==> config.mk <==
export PLATFORM = sky130hd
export DESIGN_NAME = sub_32_bit_serial_flat
export DESIGN_NICKNAME = d
export VERILOG_FILES = /design/src/rtl/sub_32_bit_serial_pkg.sv /design/src/rtl/sub_32_bit_serial_if.sv /design/src/rtl/sub_32_bit_serial_digit_sub.sv /design/src/rtl/sub_32_bit_serial.sv /design/src/flat_wrapper.sv
export SDC_FILE = /design/constraint.sdc
export NUM_CORES = 1
export LEC_CHECK = 0
export CAP_MARGIN = 20
export CORE_MARGIN = 2
export CORE_UTILIZATION = 37
export CTS_BUF_LIST = sky130_fd_sc_hd__clkbuf_16
export DETAILED_ROUTE_END_ITERATION = 6
export GPL_ROUTABILITY_DRIVEN = 0
export GPL_TIMING_DRIVEN = 0
export SYNTH_ARGS = -nofsm -noshare
export SYNTH_HDL_FRONTEND = slang
export SYNTH_HIERARCHICAL = 1
export SYNTH_SLANG_ARGS = --single-unit
==> constraint.sdc <==
create_clock -name clk -period 2.4 [get_ports clk]
set_clock_uncertainty 0.05 [all_clocks]
set_input_delay 0.6 -clock clk [delete_from_list [all_inputs] [get_ports clk]]
set_output_delay 0.6 -clock clk [all_outputs]
set_load 0.005 [all_outputs]
==> src/rtl/sub_32_bit_serial_pkg.sv <==
// Shared types and sizing helpers for the digit-serial subtractor.
// Optional add mode is enabled by defining SUB32_ADD_MODE_EN.
package sub_serial_pkg;
   localparam int WIDTH_DEF   = 32;
   localparam int DIGIT_W_DEF = 4;

   typedef enum logic [1:0] {IDLE, BUSY, DONE} state_t;

   function automatic int ndig(input int width, input int digit_w);
      return width / digit_w;
   endfunction

   // Counter only needs to index digits 0..NDIG-1; keep at least one bit.
   function automatic int cnt_w(input int n);
      return (n > 1) ? $clog2(n) : 1;
   endfunction
endpackage

==> src/rtl/sub_32_bit_serial_if.sv <==
// Operand/result handshake bundle for sub_32_bit_serial.
// op_add exists only when SUB32_ADD_MODE_EN is defined.
interface sub_32_bit_serial_if #(parameter int WIDTH = 32);
   logic             in_valid;
   logic             in_ready;
   logic [WIDTH-1:0] a;
   logic [WIDTH-1:0] b;
   logic             bin;
`ifdef SUB32_ADD_MODE_EN
   logic             op_add;
`endif
   logic             out_valid;
   logic             out_ready;
   logic [WIDTH-1:0] diff;
   logic             bout;
   logic             ovf;
   logic             zero;

`ifdef SUB32_ADD_MODE_EN
   modport master (output in_valid, a, b, bin, op_add, out_ready,
                   input  in_ready, out_valid, diff, bout, ovf, zero);
   modport slave  (input  in_valid, a, b, bin, op_add, out_ready,
                   output in_ready, out_valid, diff, bout, ovf, zero);
`else
   modport master (output in_valid, a, b, bin, out_ready,
                   input  in_ready, out_valid, diff, bout, ovf, zero);
   modport slave  (input  in_valid, a, b, bin, out_ready,
                   output in_ready, out_valid, diff, bout, ovf, zero);
`endif
endinterface

==> src/rtl/sub_32_bit_serial_digit_sub.sv <==
// Combinational W-bit digit subtract with borrow in/out.
// With SUB32_ADD_MODE_EN, add=1 turns it into an adder (bi/bo act as carry).
module digit_sub #(parameter int W = 4) (
`ifdef SUB32_ADD_MODE_EN
   input  logic         add,
`endif
   input  logic [W-1:0] a,
   input  logic [W-1:0] b,
   input  logic         bi,
   output logic [W-1:0] d,
   output logic         bo
);
   logic [W:0] sub_r;
   // Extra top bit goes to 1 exactly when the digit result is negative.
   assign sub_r = {1'b0, a} - {1'b0, b} - {{W{1'b0}}, bi};
`ifdef SUB32_ADD_MODE_EN
   logic [W:0] add_r;
   assign add_r   = {1'b0, a} + {1'b0, b} + {{W{1'b0}}, bi};
   assign {bo, d} = add ? add_r : sub_r;
`else
   assign {bo, d} = sub_r;
`endif
endmodule

==> src/rtl/sub_32_bit_serial.sv <==
// Digit-serial WIDTH-bit subtractor: diff = a - b - bin, DIGIT_W bits per clock.
// Define SUB32_ADD_MODE_EN to add the op_add (a + b + bin) mode.
module sub_32_bit_serial
   import sub_serial_pkg::*;
#(
   parameter int WIDTH   = WIDTH_DEF,
   parameter int DIGIT_W = DIGIT_W_DEF
) (
   input  logic                 clk,
   input  logic                 rst_n,
   sub_32_bit_serial_if.slave   bus
);
   localparam int NDIG = ndig(WIDTH, DIGIT_W);
   localparam int CW   = cnt_w(NDIG);

   state_t           state, state_nx;
   logic [CW-1:0]    cnt;
   logic [WIDTH-1:0] a_sr, b_sr, diff_r, diff_nx;
   logic             brw, a_msb, b_msb;
   logic             bout_r, ovf_r, zero_r, ovld_r, ovf_nx;
   logic [DIGIT_W-1:0] dg;
   logic             dg_bo, accept, take, last;

   assign accept  = bus.in_valid && (state == IDLE);
   assign take    = ovld_r && bus.out_ready;
   assign last    = (cnt == CW'(NDIG - 1));
   assign diff_nx = {dg, diff_r[WIDTH-1:DIGIT_W]};

`ifdef SUB32_ADD_MODE_EN
   logic add_r;
   digit_sub #(.W(DIGIT_W)) u_dig (
      .add(add_r), .a(a_sr[DIGIT_W-1:0]), .b(b_sr[DIGIT_W-1:0]),
      .bi(brw), .d(dg), .bo(dg_bo));
   assign ovf_nx = add_r ? (~(a_msb ^ b_msb) & (diff_nx[WIDTH-1] ^ a_msb))
                         : ( (a_msb ^ b_msb) & (diff_nx[WIDTH-1] ^ a_msb));
`else
   digit_sub #(.W(DIGIT_W)) u_dig (
      .a(a_sr[DIGIT_W-1:0]), .b(b_sr[DIGIT_W-1:0]),
      .bi(brw), .d(dg), .bo(dg_bo));
   assign ovf_nx = (a_msb ^ b_msb) & (diff_nx[WIDTH-1] ^ a_msb);
`endif

   always_comb begin
      state_nx = state;
      case (state)
         IDLE:    if (accept) state_nx = BUSY;
         BUSY:    if (last)   state_nx = DONE;
         DONE:    if (take)   state_nx = IDLE;
         default: state_nx = IDLE;
      endcase
   end

   always_ff @(posedge clk or negedge rst_n) begin
      if (!rst_n) begin
         state  <= IDLE;
         cnt    <= '0;
         a_sr   <= '0;
         b_sr   <= '0;
         diff_r <= '0;
         brw    <= 1'b0;
         a_msb  <= 1'b0;
         b_msb  <= 1'b0;
         bout_r <= 1'b0;
         ovf_r  <= 1'b0;
         zero_r <= 1'b0;
         ovld_r <= 1'b0;
`ifdef SUB32_ADD_MODE_EN
         add_r  <= 1'b0;
`endif
      end else begin
         state <= state_nx;
         case (state)
            IDLE: if (accept) begin
               a_sr  <= bus.a;
               b_sr  <= bus.b;
               brw   <= bus.bin;
               a_msb <= bus.a[WIDTH-1];
               b_msb <= bus.b[WIDTH-1];
               cnt   <= '0;
`ifdef SUB32_ADD_MODE_EN
               add_r <= bus.op_add;
`endif
            end
            BUSY: begin
               a_sr   <= a_sr >> DIGIT_W;
               b_sr   <= b_sr >> DIGIT_W;
               diff_r <= diff_nx;
               brw    <= dg_bo;
               cnt    <= cnt + CW'(1);
               if (last) begin
                  bout_r <= dg_bo;
                  ovf_r  <= ovf_nx;
                  zero_r <= ~|diff_nx;
               end
            end
            // out_valid trails DONE entry by one edge so results are fully settled.
            DONE:    ovld_r <= !take;
            default: ovld_r <= 1'b0;
         endcase
      end
   end

   assign bus.in_ready  = (state == IDLE);
   assign bus.out_valid = ovld_r;
   assign bus.diff      = diff_r;
   assign bus.bout      = bout_r;
   assign bus.ovf       = ovf_r;
   assign bus.zero      = zero_r;
endmodule

==> src/flat_wrapper.sv <==
// flat-port wrapper written by rule: the top's interface ports become plain ports
module sub_32_bit_serial_flat import sub_serial_pkg::*;
#(
   parameter int WIDTH   = WIDTH_DEF,
   parameter int DIGIT_W = DIGIT_W_DEF
)
  (clk, rst_n, bus_in_valid, bus_a, bus_b, bus_bin, bus_out_ready, bus_in_ready, bus_out_valid, bus_diff, bus_bout, bus_ovf, bus_zero);
  sub_32_bit_serial_if #(.WIDTH(WIDTH)) bus_i ();
  input  logic clk;
  input  logic rst_n;
  input wire logic [$bits(bus_i.in_valid)-1:0] bus_in_valid;
  input wire logic [$bits(bus_i.a)-1:0] bus_a;
  input wire logic [$bits(bus_i.b)-1:0] bus_b;
  input wire logic [$bits(bus_i.bin)-1:0] bus_bin;
  input wire logic [$bits(bus_i.out_ready)-1:0] bus_out_ready;
  output wire logic [$bits(bus_i.in_ready)-1:0] bus_in_ready;
  output wire logic [$bits(bus_i.out_valid)-1:0] bus_out_valid;
  output wire logic [$bits(bus_i.diff)-1:0] bus_diff;
  output wire logic [$bits(bus_i.bout)-1:0] bus_bout;
  output wire logic [$bits(bus_i.ovf)-1:0] bus_ovf;
  output wire logic [$bits(bus_i.zero)-1:0] bus_zero;
  assign bus_i.in_valid = bus_in_valid;
  assign bus_i.a = bus_a;
  assign bus_i.b = bus_b;
  assign bus_i.bin = bus_bin;
  assign bus_i.out_ready = bus_out_ready;
  assign bus_in_ready = bus_i.in_ready;
  assign bus_out_valid = bus_i.out_valid;
  assign bus_diff = bus_i.diff;
  assign bus_bout = bus_i.bout;
  assign bus_ovf = bus_i.ovf;
  assign bus_zero = bus_i.zero;
  sub_32_bit_serial #(.WIDTH(WIDTH), .DIGIT_W(DIGIT_W)) u_core (.clk(clk), .rst_n(rst_n), .bus(bus_i));
endmodule
# Yosys cells after proc, flatten, opt, wreduce, memory -nomap -nowiden
# Index checks and enable logic that the tools add are counted.
# word_totals
register_bits,108
inputBits,69
out_inout_bits,37
wordCells,49
# op_classes
add_sub_neg,3
eq_ne,6
n_mux,13
n_bitwise,3
reduce_logical,12
# ops
cell,n
case mux 32 bit (2 select lines),2
two-way mux 32 bit,2
OR reduction 32 bit,1
two-way mux 2 bit,3
"!= test 2 x 1 -> 1 bit, second input constant",3
case mux 2 bit (3 select lines),1
case mux 3 bit (2 select lines),1
AND reduction 2 bit,3
subtractor 4 x 4 -> 5 bit,1
subtractor 5 x 1 -> 5 bit,1
case mux 1 bit (2 select lines),2
"adder 3 x 1 -> 3 bit, second input constant",1
"equality test 3 bit, second input constant",1
two-way mux 3 bit,1
AND reduction 3 bit,1
"equality test 2 x 1 -> 1 bit, second input constant",1
"equality test 2 bit, second input constant",1
logical AND 1 bit,2
zero test 1 bit,2
zero test 2 bit,1
nonzero test 2 bit,1
OR reduction 2 bit,1
bitwise XOR 1 bit,2
bitwise AND 1 bit,1
two-way mux 1 bit,1

# Logic depth before layout (Yosys ltp)
# Gate-level depths: netlist of the first run.
# depth
word_depth,4
mapped_depth,10
depth_no_buf,10

# Cells and area by module
# Netlist of the first run, hierarchy kept.
# by_module_without_submodules
module,n_inst,cells_per_inst,area_each_um2,seq_area_each_um2
sub_32_bit_serial,1,449,4733.3,2702.6
digit_sub,1,24,207.7,0.0

# Least setup slack after synthesis of the first run
# OpenSTA, ideal clock, no wires.
# synth_path
path_type,reg2reg
from,reg u_core.a_sr[0]
to,"reg u_core.zero_r, in the netlist u_core/bus.zero"
setup_time_ns,0.096
arrival_ns,2.083
required_time_ns,2.254
setup_slack_ns,0.171
stages_incl_launch_ff,10
path_buffers,0
synth_period_minus_slack_ns,2.229
path_cell_list,dfrtp_1 -> fa_1 -> inv_1 -> ha_1 -> o21ai_0 -> nand3b_1 -> xor2_1 -> nor4_1 -> nand4_1 -> o31ai_1
# synth_via
elab_chain_cells,4
# synth_rtl
item,line,text
start: declaration,sub_32_bit_serial.sv:18,"logic [WIDTH-1:0] a_sr, b_sr, diff_r, diff_nx;"
start signal: assignment,sub_32_bit_serial.sv:74,a_sr <= bus.a;
start signal: assignment,sub_32_bit_serial.sv:85,a_sr <= a_sr >> DIGIT_W;
subtractor 4 x 4 -> 5 bit,sub_32_bit_serial_digit_sub.sv:15,"assign sub_r = {1'b0, a} - {1'b0, b} - {{W{1'b0}}, bi};"
subtractor 5 x 1 -> 5 bit,sub_32_bit_serial_digit_sub.sv:15,
via u_core.dg[3],sub_32_bit_serial.sv:21,logic [DIGIT_W-1:0] dg;
OR reduction 32 bit,sub_32_bit_serial.sv:93,zero_r <= ~|diff_nx;
zero test 1 bit,sub_32_bit_serial.sv:93,
end signal: assignment,sub_32_bit_serial.sv:93,
end: declaration,sub_32_bit_serial.sv:20,"logic bout_r, ovf_r, zero_r, ovld_r, ovf_nx;"
# The timed path passes the listed nets, and every way through them passes these cells.
# A chain may end at the register's enable or synchronous reset.

# Worst setup path in the final report of the first run
# layout_path
from,reg u_core.b_sr[0]
to,"reg u_core.zero_r, in the netlist u_core/bus.zero"
# layout_via
elab_chain_cells,4
# layout_rtl
item,line,text
start: declaration,sub_32_bit_serial.sv:18,
start signal: assignment,sub_32_bit_serial.sv:75,b_sr <= bus.b;
start signal: assignment,sub_32_bit_serial.sv:86,b_sr <= b_sr >> DIGIT_W;
subtractor 4 x 4 -> 5 bit,sub_32_bit_serial_digit_sub.sv:15,
subtractor 5 x 1 -> 5 bit,sub_32_bit_serial_digit_sub.sv:15,
via u_core.dg[3],sub_32_bit_serial.sv:21,
OR reduction 32 bit,sub_32_bit_serial.sv:93,
zero test 1 bit,sub_32_bit_serial.sv:93,
# The timed path passes the listed nets, and every way through them passes these cells.

==> results of run 1 <==
[stage by stage]
step / TNS, ns / worst slack [ns] / instances / instance area (um^2) / utilization
2_1_floorplan: 0 / 0.171 / 473 / 4940 / -
3_3_place_gp: -375.26 / -3.48 / 754 / 6210 / 0.473
3_5_place_dp: -0.109 / -0.109 / 755 / 6240 / 0.475
4_1_cts: 0 / 0.0355 / 771 / 6560 / 0.499
5_1_grt: -0.0428 / -0.0428 / 773 / 6580 / 0.501
6_report: 0 / 0.0892 / 773 / 6580 / 0.501
[sequential cells by signal, summed over array words and instances, names as in the netlist]
name	count
u_core/brw	1
u_core/b_msb	1
u_core/a_msb	1
u_core/bus.diff	32
u_core/bus.zero	1
u_core/bus.bout	1
u_core/bus.ovf	1
u_core/a_sr	32
u_core/state	2
u_core/b_sr	32
u_core/cnt	3
u_core/bus.out_valid	1
[kinds of logic (layout without fill, tap and decap cells)]
kind of cell	after synthesis	after routing	share of synthesized area
muxes	60	60	0.123
buffers and inverters	37	161	0.0555
xor gates and xnor gates	4	4	0.00709
adders and majority gates	10	10	0.0284
DFF	108	108	0.547
and+or+nand+nor	177	177	0.147
AOI/OAI and AO/OA	77	77	0.0924
[final timing paths]
kind / start / endpoint / slack [ns] / cells past startpoint
hold reg to reg: u_core/bus.diff[0]$_DFFE_PN0P_ / u_core/bus.diff[0]$_DFFE_PN0P_ / 0.43 / 2
max in group asynchronous: rst_n / u_core/b_sr[9]$_DFFE_PN0P_ / 1.30 / 2
setup / recovery: u_core/b_sr[0]$_DFFE_PN0P_ / u_core/bus.zero$_DFFE_PN0P_ / 0.09 / 10
setup reg to reg: u_core/b_sr[0]$_DFFE_PN0P_ / u_core/bus.zero$_DFFE_PN0P_ / 0.09 / 10
hold / removal: rst_n / u_core/bus.diff[22]$_DFFE_PN0P_ / 0.28 / 1
min in group clk: u_core/bus.diff[0]$_DFFE_PN0P_ / u_core/bus.diff[0]$_DFFE_PN0P_ / 0.43 / 2
[final cells by class]
cell class | count | area (um^2)
Fill cell | 1219 | 6560
Sequential cell | 108 | 2700
Multi-Input combinational cell | 328 | 1990
Timing Repair Buffer | 108 | 1090
Buffer | 28 | 240
Clock buffer | 9 | 225
Tap cell | 176 | 220
Clock inverter | 7 | 82.6
Inverter | 9 | 33.8
[metal layers]
layer / routed length, um / global-route usage / part of all wire
met5: 0 / 0 / 0
met4: 153 / 0.0478 / 0.013
met1: 5480 / 0.238 / 0.47
met2: 5450 / 0.268 / 0.47
met3: 514 / 0.0352 / 0.044
[power by group]
part	total [uW]	internal (uW)	switching, uW	leakage (uW)
registers	3220	2640	583	0.00136
logic	4370	2190	2180	0.00166
clock network	1540	901	642	0.000149
[what timing repair did]
item | in CTS | in global routing
setup buffers | 0 | 2
setup endpoints to repair | 1 | 2
endpoints found under the hold margin | 0 | 0
pin swaps | 2 | 0
resized for setup | 2 | 4
[critical path, cell delays in order, from the launching register on]
cell and delay (ns):
dfrtp_1 0.37, inv_1 0.07, fa_1 0.52, inv_1 0.05, ha_2 0.17, o21ai_2 0.12
nand3b_1 0.12, xor2_2 0.20, nor4_2 0.17, nand4_1 0.15, o31ai_1 0.22
[cells in the mapped netlist, types with 2 or more instances]
| master | count | area, um^2 |
|---|---|---|
| nand2_1 | 158 | 593 |
| dfrtp_1 | 108 | 2700 |
| mux2i_1 | 57 | 571 |
| o21ai_1 | 49 | 245 |
| a22o_1 | 10 | 87.6 |
| buf_2 | 9 | 45.0 |
| inv_1 | 9 | 33.8 |
| ha_1 | 8 | 100 |
| nor4_1 | 8 | 50.1 |
| o21ai_0 | 7 | 35.0 |
| buf_6 | 6 | 67.6 |
| buf_8 | 6 | 90.1 |
| o21ai_2 | 5 | 43.8 |
| xor2_1 | 4 | 35.0 |
| clkbuf_2 | 3 | 15.0 |
| a21oi_1 | 2 | 10.0 |
| buf_4 | 2 | 15.0 |
| clkbuf_1 | 2 | 7.51 |
| fa_1 | 2 | 40.0 |
| mux2_2 | 2 | 22.5 |
| nand3b_1 | 2 | 15.0 |
| nand4_1 | 2 | 12.5 |
[cells in the final DEF, fill, tap and decap left out, types with 2 or more instances in the layout]
master	n
clkdlybuf4s50_1	104
a21oi_1	2
nor4_1	7
a22o_1	10
o21ai_0	6
mux2i_1	57
o21ai_1	49
buf_2	9
clkinv_1	3
inv_1	10
ha_1	7
buf_4	5
clkbuf_2	3
clkbuf_16	9
fa_1	2
nand2_1	158
buf_8	6
xor2_1	3
mux2_2	2
bufinv_16	2
nand3b_1	2
nand4_1	2
buf_6	6
clkbuf_1	2
dfrtp_1	108
o21ai_2	6
==> impl_metrics.tcl, run 1 <==
set metrics [dict create \
    final_max_slew_viol_count 0 \
    rsz0062_at_grt "true" \
    clockRootBuffer "clkbuf_16" \
    io_pins 106 \
    worst_hold_path_type "in2async" \
    fin_crit_sh 0.963 \
    cp_max_fo 4 \
    synth-main-ff-cell "dfrtp_1" \
    finalSetupViolations 0 \
    holdBufCountCts 0 \
    end_kind "flop" \
    ys_seq_elements 108 \
    vias 3778 \
    core-area_mm2 0.0131 \
    drive_gt1_frac 0.0988 \
    netlist_instances 473 \
    antenna_found_initial 0 \
    detail_route.wl_per_cell_um 15.0 \
    clk_latency_ns 0.34 \
    grt_overflow 0 \
    track_usage 0.170 \
    avgViaCountPerCell 4.89 \
    critPathArrivalTime_ns 2.51 \
    syn_area_per_cell_um2 10.4 \
    leakage_uw 0.00317 \
    synth_cell_type_count 34 \
    worst_pin_slew_ns 0.760 \
    grt_pass1_vias 3809 \
    dp_hpwl_um 8440 \
    die_y_um 120 \
    maxCapViolations 0 \
    start_kind "flop" \
    drtPass1Iterations 5 \
    die-area_mm2 0.0143 \
    grt_start_max_net_pins 59 \
    power.total_uw 9140 \
    cts_buffer_depth 2 \
    synthesis.nets 552 \
    h-tree-depth 3 \
    netlist_area_mm2 0.00494 \
    required_ns 2.60 \
    powerDensity_mw_per_mm2 1390 \
    cts_tree "built" \
    portBuffers 105 \
    area_growth_pct 33.2 \
    critPathKind "reg2reg" \
    period_minus_slack_ns 2.31 \
    async_reset_ff_frac 1.00 \
    grt_pass1_wl_um 19300 \
    antenna_cells 0 \
    drtAntennaViolNets 0 \
    whs_ns 0.284 \
    drt_wl_total_um 11600 \
    clock-sinks 108 \
    relSlewSlack 0.494 \
    status "finished, final reports clean" \
    fmaxAchievable_ghz 0.433 \
    hold_violations 0 \
    rows 42 \
    clkTransAtPathRegs_ns 0.07 \
    start_util 0.376 \
    peakVddDrop_mv 0.482 \
    drc 0 \
    nets 671 \
    ys_warn_count 6 \
    tritoncts.num_buffers 9 \
    synth-seq-area-share 0.547 \
    synth_edf_count 0 \
    fp.dieW_um 120 \
    drtIter0Drc 194 \
]
(Power assumes the default switching activity.)
==> run 2, diff against run 1 <==
--- a/config.mk
+++ b/config.mk
@@ -6,7 +6,6 @@
 export NUM_CORES = 1
 export LEC_CHECK = 0
 export CAP_MARGIN = 20
-export CORE_MARGIN = 2
 export CORE_UTILIZATION = 37
 export CTS_BUF_LIST = sky130_fd_sc_hd__clkbuf_16
 export DETAILED_ROUTE_END_ITERATION = 6
==> constraint.sdc (replaced) <==
create_clock -name clk -period 2.4 [get_ports clk]
set_clock_uncertainty 0.05 [all_clocks]
set_input_delay 0.48 -clock clk [delete_from_list [all_inputs] [get_ports clk]]
set_output_delay 0.48 -clock clk [all_outputs]
set_load 0.005 [all_outputs]
==> impl_metrics.tcl, run 2 (synthesized netlist as in run 1, its figures left out) <==
set metrics [dict create \
    end_kind "flop" \
    drc 0 \
    holdBufCountCts 0 \
    critical_path.top_delay_family "adder cells" \
    io_pins 106 \
    worst_hold_path_type "in2async" \
    drtIter0Drc 218 \
    hold_violations 0 \
    rows 41 \
    portBuffers 105 \
    grt_pass1_vias 3794 \
    p_sw_uw 3380 \
    tritoncts.num_buffers 9 \
    nets 669 \
    relSlewSlack 0.473 \
    p_clk_frac 0.150 \
    detail_route.wl_per_cell_um 14.7 \
    cts_tree "built" \
    seq_power_share 0.365 \
    swShare 0.383 \
    antenna_cells 0 \
    crit_slowest_cell "fa_1" \
    worst-path-buf-inv 0 \
    status "finished, final reports clean" \
    area_growth_pct 31.8 \
    powerDensity_mw_per_mm2 1350 \
    layout_commonest_cell "nand2_1" \
    final_cell_mix "nand2_1 (158), dfrtp_1 (108), clkdlybuf4s50_1 (104)" \
    fin_crit_sh 0.955 \
    track_usage 0.176 \
    fp.dieW_um 118 \
    die_y_um 118 \
    pwr-share-comb 0.485 \
    clkTransAtPathRegs_ns 0.07 \
    required_ns 2.60 \
    avgViaCountPerCell 4.94 \
    drive_gt1_frac 0.0941 \
    finalSetupViolations 0 \
    power.total_uw 8820 \
    period_minus_slack_ns 2.29 \
    whs_ns 0.167 \
    grt_start_max_net_pins 62 \
    dp_hpwl_um 8250 \
    drtAntennaViolNets 0 \
    critPathKind "reg2reg" \
    cpMostUsedCell "fa_1" \
    grt_overflow 0 \
    critPathArrivalTime_ns 2.49 \
    cts_buffer_depth 2 \
    peakVddDrop_mv 0.516 \
    core-area_mm2 0.0128 \
    vias 3789 \
    die-area_mm2 0.0138 \
    drtPass1Iterations 4 \
    final_max_slew_viol_count 0 \
    place_ws_ns -0.0395 \
    h-tree-depth 3 \
    fmaxAchievable_ghz 0.436 \
    start_util 0.385 \
    rsz0062_at_grt "true" \
    grt_pass1_wl_um 19300 \
    start_kind "flop" \
    worst_pin_slew_ns 0.791 \
    cpPeakStageDelay_ns 0.47 \
    leakage_uw 0.00313 \
    clockRootBuffer "clkbuf_16" \
    cp_max_fo 2 \
    clk_latency_ns 0.34 \
    drt_wl_total_um 11300 \
    antenna_found_initial 0 \
    cts_setup_buffers 0 \
    setup_slack_ns 0.108 \
    fillers 1198 \
    critical_path.cell_chain "fa_1, fa_1, xor2_1, nor4_1, nand4_1, o31ai_1" \
    clock-sinks 108 \
    maxCapViolations 0 \
    p_int_uw 5450 \
]
run 2: cell types whose count changed in the layout (fill, tap and decap cells not counted), sizes merged:
cell      previous run  this run
buf                 27        25
clkinvlp             1         2
bufinv               2         0
clkinv               3         4
run 2: metal layers:
layer,vias up,part of all wire,track usage
met5,-,0,0
met4,0,0.013,0.0529
met3,12,0.046,0.0344
met2,99,0.46,0.276
met1,1856,0.48,0.246
li1,1822,-,-
run 2: layout make-up:
class	count	area (um^2)	share of cell area
Buffer	28	240	0.0369
Clock buffer	9	225	0.0346
Tap cell	172	215	0.0330
Sequential cell	108	2700	0.415
Timing Repair Buffer	106	1080	0.165
Clock inverter	7	35.0	0.00538
Multi-Input combinational cell	328	1980	0.305
Inverter	9	33.8	0.00519
run 2: power groups by stage:
stage          Sequential, uW  Clock [uW]  Combinational (uW)
2_1_floorplan            3120           0                2870
3_3_place_gp             3230           0                4150
3_5_place_dp             3260           0                4240
4_1_cts                  3230        1370                4260
5_1_grt                  3340        1440                4790
6_report                 3220        1320                4280
run 2: per-stage QoR:
step / instances / setup TNS, ns / instance area (um^2) / utilization
CTS: 767 / 0 / 6490 / 0.506
detailed placement: 751 / -0.0395 / 6230 / 0.486
floorplan: 473 / 0 / 4940 / -
global route: 767 / -0.0769 / 6510 / 0.508
global placement: 750 / -364.99 / 6210 / 0.484
finish: 767 / 0 / 6510 / 0.508
run 2: repair_timing:
item | in CTS | in global routing
pin swaps | 1 | 2
gates resized for setup | 0 | 5
setup endpoints to repair | 1 | 2
run 2: worst reg2reg max path, cell delays in order (launching register included):
cell and delay, ns:
dfrtp_1 0.40, fa_1 0.47, fa_1 0.42, xor2_1 0.18, nor4_1 0.24, nand4_1 0.18, o31ai_1 0.25
run 2: final timing paths:
check / start / to / slack (ns) / cells past startpoint
max: u_core/a_sr[0]$_DFFE_PN0P_ / u_core/bus.zero$_DFFE_PN0P_ / 0.11 / 6
min: rst_n / u_core/bus.diff[26]$_DFFE_PN0P_ / 0.17 / 1
max reg2reg: u_core/a_sr[0]$_DFFE_PN0P_ / u_core/bus.zero$_DFFE_PN0P_ / 0.11 / 6
min reg2reg: u_core/bus.diff[3]$_DFFE_PN0P_ / u_core/bus.diff[3]$_DFFE_PN0P_ / 0.43 / 2
max in group asynchronous: rst_n / u_core/b_sr[13]$_DFFE_PN0P_ / 1.44 / 2
min in group clk: u_core/bus.diff[3]$_DFFE_PN0P_ / u_core/bus.diff[3]$_DFFE_PN0P_ / 0.43 / 2
==> run 3, diff against run 2 <==
--- a/config.mk
+++ b/config.mk
@@ -6,11 +6,13 @@
 export NUM_CORES = 1
 export LEC_CHECK = 0
 export CAP_MARGIN = 20
-export CORE_UTILIZATION = 37
+export CORE_UTILIZATION = 40
 export CTS_BUF_LIST = sky130_fd_sc_hd__clkbuf_16
 export DETAILED_ROUTE_END_ITERATION = 6
 export GPL_ROUTABILITY_DRIVEN = 0
 export GPL_TIMING_DRIVEN = 0
+export PLACE_DENSITY = 0.65
+export RECOVER_POWER = 50
 export SYNTH_ARGS = -nofsm -noshare
 export SYNTH_HDL_FRONTEND = slang
 export SYNTH_HIERARCHICAL = 1
==> impl_metrics.tcl, run 3 (synthesized netlist as in run 1, its figures left out) <==
set metrics [dict create \
    fin_setup_tns_ns 0 \
    vias 3761 \
    grt_pass1_wl_um 19200 \
    h-tree-depth 3 \
    portBuffers 105 \
    critPathArrivalTime_ns 2.56 \
    violations "capacitance limit, slew limit" \
    clockRootBuffer "clkbuf_16" \
    die-area_mm2 0.0128 \
    relSlewSlack -0.130 \
    grt_start_max_net_pins 68 \
    fin_crit_sh 0.981 \
    worst_pin_slew_ns 1.69 \
    critPathKind "reg2reg" \
    drtAntennaViolNets 0 \
    worst_hold_path_type "reg2reg" \
    drt_wl_total_um 11400 \
    clkTransAtPathRegs_ns 0.07 \
    r2r_slack_ns 0.05 \
    antenna_cells 0 \
    final_util 0.539 \
    end_kind "flop" \
    layout_commonest_cell "nand2_1" \
    holdBufCountCts 0 \
    drtPass1Iterations 4 \
    finalSetupViolations 0 \
    cts_buffer_depth 2 \
    leakage_uw 0.00311 \
    hold_violations 0 \
    final_area_mm2 0.00647 \
    cts_tree "built" \
    tritoncts.num_buffers 9 \
    maxCapViolations 1 \
    drc 0 \
    whs_ns 0.437 \
    clk_latency_ns 0.34 \
    period_minus_slack_ns 2.35 \
    peakVddDrop_mv 0.457 \
    rsz0062_at_grt "true" \
    io_pins 106 \
    required_ns 2.61 \
    die_y_um 113 \
    holdPathEnd "u_core/a_sr[11]$_DFFE_PN0P_" \
    instances_no_fill 742 \
    reg2regPathDepth 6 \
    final_cell_mix "nand2_1 (158), dfrtp_1 (108), clkdlybuf4s50_1 (103)" \
    worstHoldPathCells 2 \
    placed_cells 726 \
    track_usage 0.191 \
    cp_max_fo 2 \
    grt_overflow 0 \
    drtIter0Drc 250 \
    r2r-start "u_core/a_sr[0]$_DFFE_PN0P_" \
    dp_hpwl_um 8310 \
    start_util 0.411 \
    powerDensity_mw_per_mm2 1380 \
    start_kind "flop" \
    clock-sinks 108 \
    area_growth_pct 31.0 \
    drive_gt1_frac 0.0924 \
    status "finished, violations left" \
    final_max_slew_viol_count 67 \
    dpl_cell_area_mm2 0.00619 \
    fmaxAchievable_ghz 0.425 \
    nets 669 \
    grt_pass1_vias 3870 \
    antenna_found_initial 0 \
    detail_route.wl_per_cell_um 15.3 \
    fillers 1112 \
    rows 40 \
    min_from "u_core/a_sr[11]$_DFFE_PN0P_" \
    avgViaCountPerCell 5.07 \
    r2r_end "u_core/bus.zero$_DFFE_PN0P_" \
    fp.dieW_um 113 \
    core-area_mm2 0.0120 \
]
-- run 3: cell types whose count changed in the layout (fill, tap and decap cells not counted), moves of 2 or more --
| cell | before | now |
|---|---|---|
| buf_6 | 6 | 2 |
| clkbuf_1 | 2 | 6 |
| clkbuf_2 | 3 | 6 |
| clkinv_1 | 3 | 0 |
| clkinvlp_4 | 2 | 4 |
| o21ai_1 | 49 | 51 |
-- run 3: metrics by stage --
stage / setup WS [ns] / power [uW]
after CTS: 0.0373 / 9110
final: 0.0463 / 8940
after detailed placement: -0.116 / 7530
after global placement: -3.34 / 7350
after floorplan: 0.171 / 5990
after global routing: -0.0537 / 9640
-- run 3: metal layers --
metal,wire [um],GRT usage,vias up
met2,5410,0.311,95
li1,-,-,1820
met3,429,0.0236,17
met1,5350,0.264,1829
met5,0,0,-
met4,181,0.0667,0
-- run 3: worst max-delay path by stage --
| stage | start | end | slack (ns) |
|---|---|---|---|
| floorplan | u_core/a_sr[0]$_DFFE_PN0P_ | u_core/bus.zero$_DFFE_PN0P_ | 0.17 |
| global placement | rst_n | u_core/b_sr[28]$_DFFE_PN0P_ | -3.34 |
| detailed placement | u_core/a_sr[0]$_DFFE_PN0P_ | u_core/bus.zero$_DFFE_PN0P_ | -0.12 |
| CTS | u_core/a_sr[0]$_DFFE_PN0P_ | u_core/bus.zero$_DFFE_PN0P_ | 0.04 |
| global route | u_core/a_sr[0]$_DFFE_PN0P_ | u_core/bus.zero$_DFFE_PN0P_ | -0.05 |
| finish | u_core/a_sr[0]$_DFFE_PN0P_ | u_core/bus.zero$_DFFE_PN0P_ | 0.05 |
-- run 3: cell type report --
cell class | count | area (um^2) | share of cell area
Buffer | 28 | 200 | 0.0309
Clock inverter | 7 | 76.3 | 0.0118
Inverter | 9 | 33.8 | 0.00522
Clock buffer | 9 | 225 | 0.0348
Timing Repair Buffer | 106 | 1070 | 0.165
Tap cell | 147 | 184 | 0.0284
Multi-Input combinational cell | 328 | 1990 | 0.307
Sequential cell | 108 | 2700 | 0.417
-- run 3: report_power, final --
| part | switching (uW) | internal, uW | total [uW] |
|---|---|---|---|
| combinational | 2170 | 2030 | 4200 |
| sequential | 595 | 2640 | 3230 |
| clock | 692 | 815 | 1510 |
-- run 3: worst max-delay path, stage by stage (launching register included) --
cell and delay [ns]:
dfrtp_1 0.40, fa_1 0.47, fa_1 0.40, xor2_1 0.18, nor4_1 0.34, nand4_1 0.18, o31ai_1 0.24
-- run 3: repair_timing --
action                     in CTS  in global routing
setup endpoints to repair       2                  3
buffers inserted                0                  0
pin swaps                       1                  0
resized for setup               2                  4
